$ cat src/rtl/lzw_pkg.sv
// Shared LZW definitions: default code width and the packer FSM encoding.
package lzw_pkg;

    localparam int LZW_CODE_W = 12;

    typedef enum logic [1:0] {
        ACCEPT,
        DRAIN,
        PAD
    } packer_state_t;

endpackage

$ cat src/rtl/lzw_code_packer_if.sv
// Code-in / byte-out handshake bundle between the compressor, the packer and the sink.
interface lzw_code_packer_if
    import lzw_pkg::*;
#(
    parameter int CODE_W = LZW_CODE_W
);
    logic [CODE_W-1:0] code_i;
    logic              code_valid_i;
    logic              code_last_i;
    logic              code_ready_o;
    logic [7:0]        byte_o;
    logic              byte_valid_o;
    logic              byte_ready_i;
    logic              byte_last_o;
    logic [15:0]       block_bytes_o;

    modport master (
        output code_i, code_valid_i, code_last_i, byte_ready_i,
        input  code_ready_o, byte_o, byte_valid_o, byte_last_o, block_bytes_o
    );

    modport slave (
        input  code_i, code_valid_i, code_last_i, byte_ready_i,
        output code_ready_o, byte_o, byte_valid_o, byte_last_o, block_bytes_o
    );
endinterface

$ cat src/rtl/lzw_code_packer.sv
// Packs fixed-width LZW codes MSB-first into bytes; last byte of a block zero-padded.
module lzw_code_packer
    import lzw_pkg::*;
#(
    parameter int CODE_W = LZW_CODE_W
) (
    input  logic clk,
    input  logic reset_i,
    lzw_code_packer_if.slave bus
);
    localparam int ACC_W = CODE_W + 7;
    localparam int CNT_W = $clog2(ACC_W + 1);
    localparam logic [CNT_W-1:0] CNT_CODE = CNT_W'(CODE_W);
    localparam logic [CNT_W-1:0] CNT_BYTE = CNT_W'(8);
    localparam logic [CNT_W-1:0] CNT_ZERO = '0;

    packer_state_t    state_q, state_d;
    logic [ACC_W-1:0] acc_q, acc_d;
    logic [CNT_W-1:0] cnt_q, cnt_d;
    logic             last_q, last_d;
    logic [15:0]      run_q, run_d;
    logic [15:0]      blk_q, blk_d;

    logic [CNT_W-1:0] cnt_sub;
    logic [15:0]      run_inc;
    logic             eob;

    always_ff @(posedge clk or posedge reset_i) begin
        if (reset_i) begin
            state_q <= ACCEPT;
            acc_q   <= '0;
            cnt_q   <= '0;
            last_q  <= 1'b0;
            run_q   <= '0;
            blk_q   <= '0;
        end else begin
            state_q <= state_d;
            acc_q   <= acc_d;
            cnt_q   <= cnt_d;
            last_q  <= last_d;
            run_q   <= run_d;
            blk_q   <= blk_d;
        end
    end

    always_comb begin
        state_d = state_q;
        acc_d   = acc_q;
        cnt_d   = cnt_q;
        last_d  = last_q;
        run_d   = run_q;
        blk_d   = blk_q;
        eob     = 1'b0;
        cnt_sub = cnt_q - CNT_BYTE;
        run_inc = (run_q == 16'hFFFF) ? run_q : run_q + 16'd1;

        case (state_q)
            ACCEPT: begin
                if (cnt_q >= CNT_BYTE) begin
                    cnt_d = CNT_ZERO;
                    acc_d = '0;
                end else if (bus.code_valid_i) begin
                    // New code lands directly below the bits still waiting
                    acc_d   = acc_q | ({bus.code_i, 7'b0} >> cnt_q);
                    cnt_d   = cnt_q + CNT_CODE;
                    last_d  = last_q | bus.code_last_i;
                    state_d = DRAIN;
                end
            end
            DRAIN: begin
                if (cnt_q < CNT_BYTE) begin
                    state_d = ACCEPT;
                    cnt_d   = CNT_ZERO;
                    acc_d   = '0;
                end else if (bus.byte_ready_i) begin
                    acc_d = acc_q << 8;
                    cnt_d = cnt_sub;
                    run_d = run_inc;
                    if (cnt_sub >= CNT_BYTE) state_d = DRAIN;
                    else if (last_q && cnt_sub != CNT_ZERO) state_d = PAD;
                    else if (last_q) eob = 1'b1;
                    else state_d = ACCEPT;
                end
            end
            PAD: begin
                if (cnt_q == CNT_ZERO || cnt_q >= CNT_BYTE) begin
                    state_d = ACCEPT;
                    cnt_d   = CNT_ZERO;
                    acc_d   = '0;
                end else if (bus.byte_ready_i) begin
                    eob = 1'b1;
                end
            end
            default: begin
                state_d = ACCEPT;
                cnt_d   = CNT_ZERO;
                acc_d   = '0;
            end
        endcase

        if (eob) begin
            blk_d   = run_inc;
            run_d   = '0;
            cnt_d   = CNT_ZERO;
            acc_d   = '0;
            last_d  = 1'b0;
            state_d = ACCEPT;
        end
    end

    logic drain_st, pad_st;
    assign drain_st = (state_q == DRAIN);
    assign pad_st   = (state_q == PAD);

    assign bus.code_ready_o  = (state_q == ACCEPT) && (cnt_q < CNT_BYTE);
    assign bus.byte_valid_o  = drain_st || pad_st;
    // Bits below the valid ones are always zero, so PAD needs no masking
    assign bus.byte_o        = bus.byte_valid_o ? acc_q[ACC_W-1 -: 8] : 8'h00;
    assign bus.byte_last_o   = pad_st || (drain_st && last_q && cnt_q == CNT_BYTE);
    assign bus.block_bytes_o = blk_q;

endmodule

$ cat src/flat_wrapper.sv
// flat-port wrapper written by rule: the top's interface ports become plain ports
module lzw_code_packer_flat import lzw_pkg::*;
#(
    parameter int CODE_W = LZW_CODE_W
)
  (clk, reset_i, bus_code_i, bus_code_valid_i, bus_code_last_i, bus_byte_ready_i, bus_code_ready_o, bus_byte_o, bus_byte_valid_o, bus_byte_last_o, bus_block_bytes_o);
  lzw_code_packer_if #(.CODE_W(CODE_W)) bus_i ();
  input  logic clk;
  input  logic reset_i;
  input wire logic [$bits(bus_i.code_i)-1:0] bus_code_i;
  input wire logic [$bits(bus_i.code_valid_i)-1:0] bus_code_valid_i;
  input wire logic [$bits(bus_i.code_last_i)-1:0] bus_code_last_i;
  input wire logic [$bits(bus_i.byte_ready_i)-1:0] bus_byte_ready_i;
  output wire logic [$bits(bus_i.code_ready_o)-1:0] bus_code_ready_o;
  output wire logic [$bits(bus_i.byte_o)-1:0] bus_byte_o;
  output wire logic [$bits(bus_i.byte_valid_o)-1:0] bus_byte_valid_o;
  output wire logic [$bits(bus_i.byte_last_o)-1:0] bus_byte_last_o;
  output wire logic [$bits(bus_i.block_bytes_o)-1:0] bus_block_bytes_o;
  assign bus_i.code_i = bus_code_i;
  assign bus_i.code_valid_i = bus_code_valid_i;
  assign bus_i.code_last_i = bus_code_last_i;
  assign bus_i.byte_ready_i = bus_byte_ready_i;
  assign bus_code_ready_o = bus_i.code_ready_o;
  assign bus_byte_o = bus_i.byte_o;
  assign bus_byte_valid_o = bus_i.byte_valid_o;
  assign bus_byte_last_o = bus_i.byte_last_o;
  assign bus_block_bytes_o = bus_i.block_bytes_o;
  lzw_code_packer #(.CODE_W(CODE_W)) u_core (.clk(clk), .reset_i(reset_i), .bus(bus_i));
endmodule
$ cat config.mk
export PLATFORM = sky130hd
export DESIGN_NAME = lzw_code_packer_flat
export DESIGN_NICKNAME = d
export VERILOG_FILES = /design/src/rtl/lzw_pkg.sv /design/src/rtl/lzw_code_packer_if.sv /design/src/rtl/lzw_code_packer.sv /design/src/flat_wrapper.sv
export SDC_FILE = /design/constraint.sdc
export NUM_CORES = 1
export LEC_CHECK = 0
export BUFFER_PORTS_ARGS = -buffer_cell sky130_fd_sc_hd__buf_2
export CAP_MARGIN = 25
export CORE_ASPECT_RATIO = 1.25
export CORE_MARGIN = 2
export CORE_UTILIZATION = 40
export CTS_CLUSTER_SIZE = 16
export DETAILED_ROUTE_END_ITERATION = 10
export HOLD_SLACK_MARGIN = 0.15
export PLACE_DENSITY_LB_ADDON = 0.12
export RECOVER_POWER = 25
export SYNTH_ARGS = -nofsm -noshare
export SYNTH_HDL_FRONTEND = slang
export SYNTH_SLANG_ARGS = --single-unit
export TNS_END_PERCENT = 10
$ cat constraint.sdc
create_clock -name clk -period 3.3 [get_ports clk]
set_input_delay 0.495 -clock clk [delete_from_list [all_inputs] [get_ports clk]]
set_output_delay 0.495 -clock clk [all_outputs]
set_load 0.05 [all_outputs]
==> flow_summary_export.csv, run 1 <==
group,metric,value,unit
logic_synthesis,synth_edf_count,0,
logic_synthesis,synth_seq_area_share,39.69,%
timing,fin_tns_setup,0,ns
die,rows,38,
cts,cts_made_buffers,9,
timing,tightest_slew,1.067,ns
pwr,vdd_drop_max,0.3402,mV
logic_synthesis,ys_ff_latch,57,
global_routing,antenna_found_initial,0,
logic_synthesis,syn-num-nets,427,
logic_synthesis,synth_area,3593,µm²
critical_path,reg2regPathDepth,7,
detailed_routing,vias,3074,
critical_path,cp_max_fo,11,
detailed_routing,drc,0,
detailed_routing,drt_wl_total,9.162,mm
critical_path,arrival,2.94,ns
global_routing,grt.overflow.total,0,
cts,cts_tree,"built",
pwr,power_density,779.0,nW/µm²
timing,period_needed,2.722,ns
die,start_util,41.30,%
pwr,total_power,3.197,mW
min_path,hold_end,"u_core.last_q",
critical_path,rrSetupSlack,0.58,ns
place,dpl_worst_slack,0.6463,ns
critical_path,worstSetupPathType,"reg2reg",
min_path,hold_path_depth,3,
timing,post-route-period-util,82.50,%
layout,drive_gt1_share,17.31,%
timing,drv_slew,0,
die,ios,44,
global_routing,grt_util_all_layers,20.01,%
detailed_routing,drtPass1Iterations,5,
job,timing.max_cap.violations,0,
global_routing,grt_pass1_vias,2882,
critical_path,regToRegEndpoint,"u_core.acc_q[9]",
logic_synthesis,ys_async_sr_fraction,100.0,%
place,numPortBuffers,43,
detailed_routing,viasPerCell,5.499,
status,run_status,"finished clean",
die,die_w,88.78,µm
critical_path,cp-start-kind,"flop",
cts,cts-root-buf,"clkbuf_8",
timing,grt_setup_unrepaired,"false",
cts,cts.path.max_buffers,2,
pwr,p_leak,1.831,nW
critical_path,cp-end-kind,"flop",
min_path,worstHoldPathType,"in2reg",
layout,nets,462,
die,die-area,9763,µm²
die,fp.dieH,110.0,µm
timing,fin_skew,0.007340,ns
logic_synthesis,synth_warnings,0,
cts,clk_pin_slew,0.07,ns
logic_synthesis,yosysUniqueCellTypes,50,
critical_path,critical_path_required,3.52,ns
layout,area_growth,14.21,%
logic_synthesis,synth.avg_cell_area,9.006,µm²
logic_synthesis,syn_inst,399,
detailed_routing,post_drt_wl_per_cell,16.39,µm
detailed_routing,drt_iter0_drc,201,
global_routing,grt_max_degree,41,
timing,setup_violations,0,
timing,max_freq,367.3,MHz
place,place_congestion,0.8368,
logic_synthesis,synthFlopType,"dfrtp_1",
timing,slew_headroom,28.85,%
global_routing,grt_pass1_wl,14.94,mm
cts,cts_max_level,3,
cts,clk_latency,0.33,ns
die,core,8701,µm²
min_path,hold_start,"bus_code_last_i",
cts,cts_resized,0,
critical_path,reg2reg_from,"u_core.cnt_q[4]",
timing,fin_ws,0.5775,ns
detailed_routing,ant_nets,0,
cts,clock-sinks,57,
layout,diodes,0,
place,dp_hpwl,6.528,mm
timing,finalHoldViolCount,0,
## kinds of logic after synthesis
| group | after synthesis | synth area share, % |
|---|---|---|
| simple gates | 144 | 20.20 |
| compound gates | 109 | 21.38 |
| flops | 57 | 39.69 |
| buf+inv | 41 | 4.909 |
| xor+xnor | 19 | 4.631 |
| mux | 18 | 5.362 |
| fa+ha+maj | 11 | 3.830 |
## where the power goes
group	switching [mW]	internal, mW	leakage (nW)	total (mW)
combinational	0.989	0.543	0.956	1.53
sequential	0.117	0.827	0.769	0.944
clock	0.299	0.422	0.106	0.721
## worst max-delay path by stage
stage	cells after the start	from	slack [ns]	to
4_1_cts	7	u_core.cnt_q[3]	0.59	u_core.acc_q[9]
3_5_place_dp	7	u_core.cnt_q[3]	0.65	u_core.acc_q[8]
6_report	7	u_core.cnt_q[4]	0.58	u_core.acc_q[9]
2_1_floorplan	9	u_core.cnt_q[3]	0.72	u_core.acc_q[10]
5_1_grt	9	u_core.cnt_q[3]	0.35	u_core.acc_q[2]
3_3_place_gp	7	u_core.cnt_q[3]	0.67	u_core.acc_q[10]
## worst max-delay path: stages, from the launching register on
cell and delay, ns:
dfrtp_1 0.36, inv_1 0.10, ha_1 0.30, nand2b_1 0.20, nor4_1 0.46, o211ai_1 0.41, a21oi_2 0.40, mux2_2 0.39
## cell usage in the layout, fill, tap and decap left out, types with 3 or more instances in the layout
cell type and n:
a211oi_1 9, a21oi_1 20, a221o_1 3, a22o_1 4
a22oi_1 11, a31oi_1 7, a41oi_1 4, and2_1 10
and3_1 5, buf_2 27, buf_4 11, clkbuf_1 17
clkbuf_8 9, clkinv_2 3, dfrtp_1 57, ha_1 11
inv_1 9, mux2_2 10, mux2i_1 8, nand2_1 35
nand2b_1 4, nand3_1 11, nand4_1 7, nor2_1 35
nor2b_1 3, nor3_1 21, o211ai_1 5, o21ai_0 25
o22a_1 8, xnor2_1 17
## synth_stat cells, types with 11 or more instances
cell       n  area share [%]
ha_1      11             3.8
nand2_1   35             3.7
nand3_1   11             1.5
o21ai_0   25             3.5
nor3_1    21             2.9
dfrtp_1   57              40
a22oi_1   11             2.3
a21oi_1   20             2.8
nor2_1    35             3.7
buf_2     11             1.5
clkbuf_1  18             1.9
xnor2_1   17             4.1
## through the flow
stage	instances	area (µm²)	hold WS [ns]	utilization, %
floorplan	399	3593	0.4516	-
global placement	542	3906	0.4573	44.90
detailed placement	542	3906	0.4648	44.90
CTS	559	4126	0.4181	47.43
global route	559	4104	0.4650	47.17
finish	559	4104	0.4252	47.17
## state kept, by name, summed over array words and instances (netlist names)
| name | count |
|---|---|
| u_core.cnt_q | 3 |
| u_core.bus.block_bytes_o | 16 |
| u_core.state_q | 2 |
| u_core.acc_q | 19 |
| u_core.last_q | 1 |
| u_core.run_q | 16 |
## final cells by class
class | count | area (µm²)
Clock buffer | 10 | 127.6
Clock inverter | 6 | 82.58
Fill cell | 880 | 4597
Inverter | 9 | 33.78
Multi-Input combinational cell | 301 | 1991
Sequential cell | 57 | 1426
Tap cell | 120 | 150.1
Timing Repair Buffer | 56 | 292.8
## what timing repair did
| action | CTS | global route |
|---|---|---|
| endpoints found under the setup margin | 0 | 0 |
| hold buffers | 1 | 0 |
| buffers inserted | 0 | 0 |
| endpoints found under the hold margin | 17 | 0 |
## metal layers
layer | GRT usage, % | up-vias | wire length (µm)
met3 | 3.127 | 10 | 404
met1 | 26.29 | 1440 | 4055
met2 | 33.26 | 102 | 4590
met5 | 0 | - | 0
li1 | - | 1522 | -
met4 | 6.926 | 0 | 112
(Power assumes the default switching activity.)
==> run 2, diff against run 1 <==
--- a/config.mk
+++ b/config.mk
@@ -5,6 +5,7 @@
 export SDC_FILE = /design/constraint.sdc
 export NUM_CORES = 1
 export LEC_CHECK = 0
+export ABC_AREA = 1
 export BUFFER_PORTS_ARGS = -buffer_cell sky130_fd_sc_hd__buf_2
 export CAP_MARGIN = 25
 export CORE_ASPECT_RATIO = 1.25
==> constraint.sdc (replaced) <==
create_clock -name clk -period 2.6 [get_ports clk]
set_input_delay 0.39 -clock clk [delete_from_list [all_inputs] [get_ports clk]]
set_output_delay 0.39 -clock clk [all_outputs]
set_load 0.05 [all_outputs]
==> run 2 against run 1 <==
  * Flip-flop and latch count stayed put
  * Combinational power grew 17%
  * Highest routed layer unchanged
  * Core utilization shrank 0.20 points
  * Non-clock buffer count shrank 3
  * Worst hold slack lost 0.048 ns
  * Clock skew hardly changed
  * Die area grew 2.8%
  * Synthesized cell count increased by 30%
  * First-iteration DRC count fell by 48%
  * Critical path type unchanged
  * Critical endpoint is now u_core.cnt_q[2]
  * Critical path depth rose by 5
  * Area after synthesis grew 2.9%
  * Total power is 30% higher
==> flow_summary_export.csv, run 2 <==
group,metric,value,unit
status,run_status,"finished clean",
logic_synthesis,synth_top_family_by_area,"simple AND/OR/NAND/NOR gates",
logic_synthesis,synthTopCellsByCount,"nand2_1, dfrtp_1, inv_1",
timing,period_needed,2.190,ns
min_path,hold_end,"u_core.last_q",
die,die_w,90.01,µm
die,rows,39,
pwr,p_leak,2.406,nW
timing,tightest_slew,0.8476,ns
place,place_congestion,0.8425,
cts,cts_resized,0,
pwr,switching_share,43.42,%
logic_synthesis,ys_async_sr_fraction,100.0,%
global_routing,grt.overflow.total,0,
critical_path,cp-start-kind,"flop",
timing,max_freq,456.7,MHz
detailed_routing,post_drt_wl_per_cell,13.86,µm
logic_synthesis,yosysUniqueCellTypes,36,
critical_path,reg2regPathDepth,12,
pwr,intPower,2.352,mW
place,numPortBuffers,43,
layout,largest_register_ffs,19,
timing,setup_violations,0,
critical_path,arrival,2.41,ns
timing,fin_ws,0.4104,ns
layout,diodes,0,
die,core,9076,µm²
cts,cts_max_level,3,
critical_path,crit_start,"u_core.cnt_q[4]",
detailed_routing,ant_nets,0,
min_path,hold_path_depth,3,
die,fp.dieH,111.5,µm
timing,fin_tns_setup,0,ns
global_routing,grt_pass1_wl,16.13,mm
layout,nets,594,
min_path,worstHoldPathType,"in2reg",
detailed_routing,drc,0,
job,timing.max_cap.violations,0,
layout,regArea,1426,µm²
detailed_routing,drtPass1Iterations,4,
layout,top_register,"u_core.acc_q",
logic_synthesis,synth_xor_xnor_area_share,0.7104,%
logic_synthesis,ys_ff_latch,57,
logic_synthesis,syn_inst,520,
layout,fillers,995,
logic_synthesis,synth_warnings,0,
global_routing,antenna_found_initial,0,
logic_synthesis,synth_top_area_share,38.57,%
detailed_routing,drt_wl_total,9.607,mm
pwr,pwr-share-comb,43.0,%
cts,cts-root-buf,"clkbuf_16",
timing,post-route-period-util,84.22,%
min_path,hold_start,"bus_code_last_i",
logic_synthesis,synthFlopType,"dfrtp_1",
critical_path,regToRegEndpoint,"u_core.cnt_q[2]",
logic_synthesis,synth-compound-area-share,6.191,%
detailed_routing,viasPerCell,5.012,
cts,cts_made_buffers,9,
layout,mostFrequentLayoutCells,"nand2_1, dfrtp_1, inv_1, nand3_1, buf_2",
logic_synthesis,synthMostInstantiatedCell,"nand2_1",
critical_path,cp_max_fo,15,
cts,clk_pin_slew,0.05,ns
place,dp_hpwl,7.063,mm
logic_synthesis,synth_seq_area_share,38.57,%
cts,clock-sinks,57,
die,start_util,40.75,%
cts,cts_tree,"built",
pwr,vdd_drop_max,0.3725,mV
layout,multi_input_area,1897,µm²
die,ios,44,
layout,layout_commonest_cell,"nand2_1",
logic_synthesis,muxShareOfSynthArea,0,%
layout,fin_util,46.97,%
timing,drv_slew,0,
logic_synthesis,synth_edf_count,0,
pwr,p_sw,1.805,mW
logic_synthesis,synth_top_area_cell,"dfrtp_1",
logic_synthesis,syn-num-nets,548,
global_routing,grt_max_degree,29,
global_routing,grt_util_all_layers,20.15,%
timing,slew_headroom,43.50,%
pwr,p_clk_share,28.4,%
critical_path,cp-end-kind,"flop",
critical_path,critical_path_required,2.82,ns
timing,finalHoldViolCount,0,
place,dpl_worst_slack,0.4173,ns
detailed_routing,vias,3473,
critical_path,worstSetupPathType,"reg2reg",
pwr,power_density,975.2,nW/µm²
cts,cts.path.max_buffers,2,
pwr,pwr-share-seq,28.5,%
cts,clk_latency,0.33,ns
logic_synthesis,synthTopCellsByArea,"dfrtp_1, nand2_1, nand3_1",
logic_synthesis,synth.avg_cell_area,7.113,µm²
critical_path,reg2reg_from,"u_core.cnt_q[4]",
detailed_routing,drt_iter0_drc,104,
die,die-area,10040,µm²
layout,area_growth,15.26,%
timing,fin_skew,0.007720,ns
layout,drive_gt1_share,15.61,%
logic_synthesis,synth_area,3699,µm²
logic_synthesis,synth-simple-area-share,40.66,%
global_routing,grt_pass1_vias,3472,
timing,grt_setup_unrepaired,"false",
logic_synthesis,synthAdderAreaFrac,3.721,%
critical_path,rrSetupSlack,0.41,ns
cts,cts_setup_buffers,0,
## run 2: worst max-delay path by stage
stage                            end  slack (ns)
floorplan           u_core.acc_q[10]        0.59
global placement     u_core.cnt_q[3]        0.49
detailed placement   u_core.cnt_q[2]        0.42
CTS                  u_core.cnt_q[2]        0.42
global route        u_core.acc_q[13]        0.17
finish               u_core.cnt_q[2]        0.41
## run 2: logic make-up (layout without fill, tap and decap cells)
| logic type | count (synthesis) | after routing |
|---|---|---|
| AND/OR/NAND/NOR | 336 | 336 |
| XOR/XNOR | 3 | 3 |
| buffers and inverters | 72 | 122 |
| flip-flops | 57 | 57 |
| AO/OA/AOI/OAI | 41 | 41 |
| adder cells (fa/ha/maj) | 11 | 11 |
## run 2: cell type report
type / count / share of cell area (%)
inverter: 54 / 4.872
timing repair buffer: 53 / 6.604
clock buffer: 12 / 6.017
clock inverter: 3 / 0.9392
multi-input combinational: 391 / 44.50
sequential: 57 / 33.46
tap: 123 / 3.610
## run 2: metrics by stage
stage / power (mW) / hold WS [ns] / cells / cell area, µm²
after global placement: 2.975 / 0.3564 / 677 / 3968
final: 4.157 / 0.3776 / 693 / 4263
after global routing: 4.476 / 0.3963 / 693 / 4263
after detailed placement: 2.989 / 0.3651 / 677 / 3968
after floorplan: 2.561 / 0.4492 / 520 / 3699
after CTS: 4.200 / 0.3636 / 693 / 4274
## run 2: per-layer routing
| metal | vias to the layer above | global-route usage, % | share of wire [%] |
|---|---|---|---|
| met4 | 0 | 10.15 | 3.6 |
| met5 | - | 0 | 0 |
| met1 | 1608 | 22.51 | 41 |
| met2 | 86 | 35.54 | 51 |
| met3 | 30 | 5.074 | 4.3 |
| li1 | 1749 | - | - |
## run 2: what timing repair did
item | 4_1_cts | 5_1_grt
endpoints found under the hold margin | 13 | 0
hold buffers | 1 | 0
endpoints found under the setup margin | 0 | 0
## run 2: power by group through the flow
stage	Clock [mW]	Sequential (mW)	Combinational (mW)
after global routing	1.25	1.21	2.02
final	1.18	1.19	1.79
after global placement	0	1.20	1.78
after CTS	1.21	1.19	1.80
after floorplan	0	1.21	1.35
after detailed placement	0	1.19	1.79
## run 2: critical path: stages (launching register included)
cell and delay (ns):
dfrtp_1 0.57, inv_4 0.09, ha_1 0.30, nand2_1 0.07, nand2_1 0.06, nor2_1 0.13
nand2_1 0.10, nand2_2 0.09, nand2_4 0.08, nand3_2 0.22, nand2_4 0.19, nor2_1 0.12
nor2_1 0.05
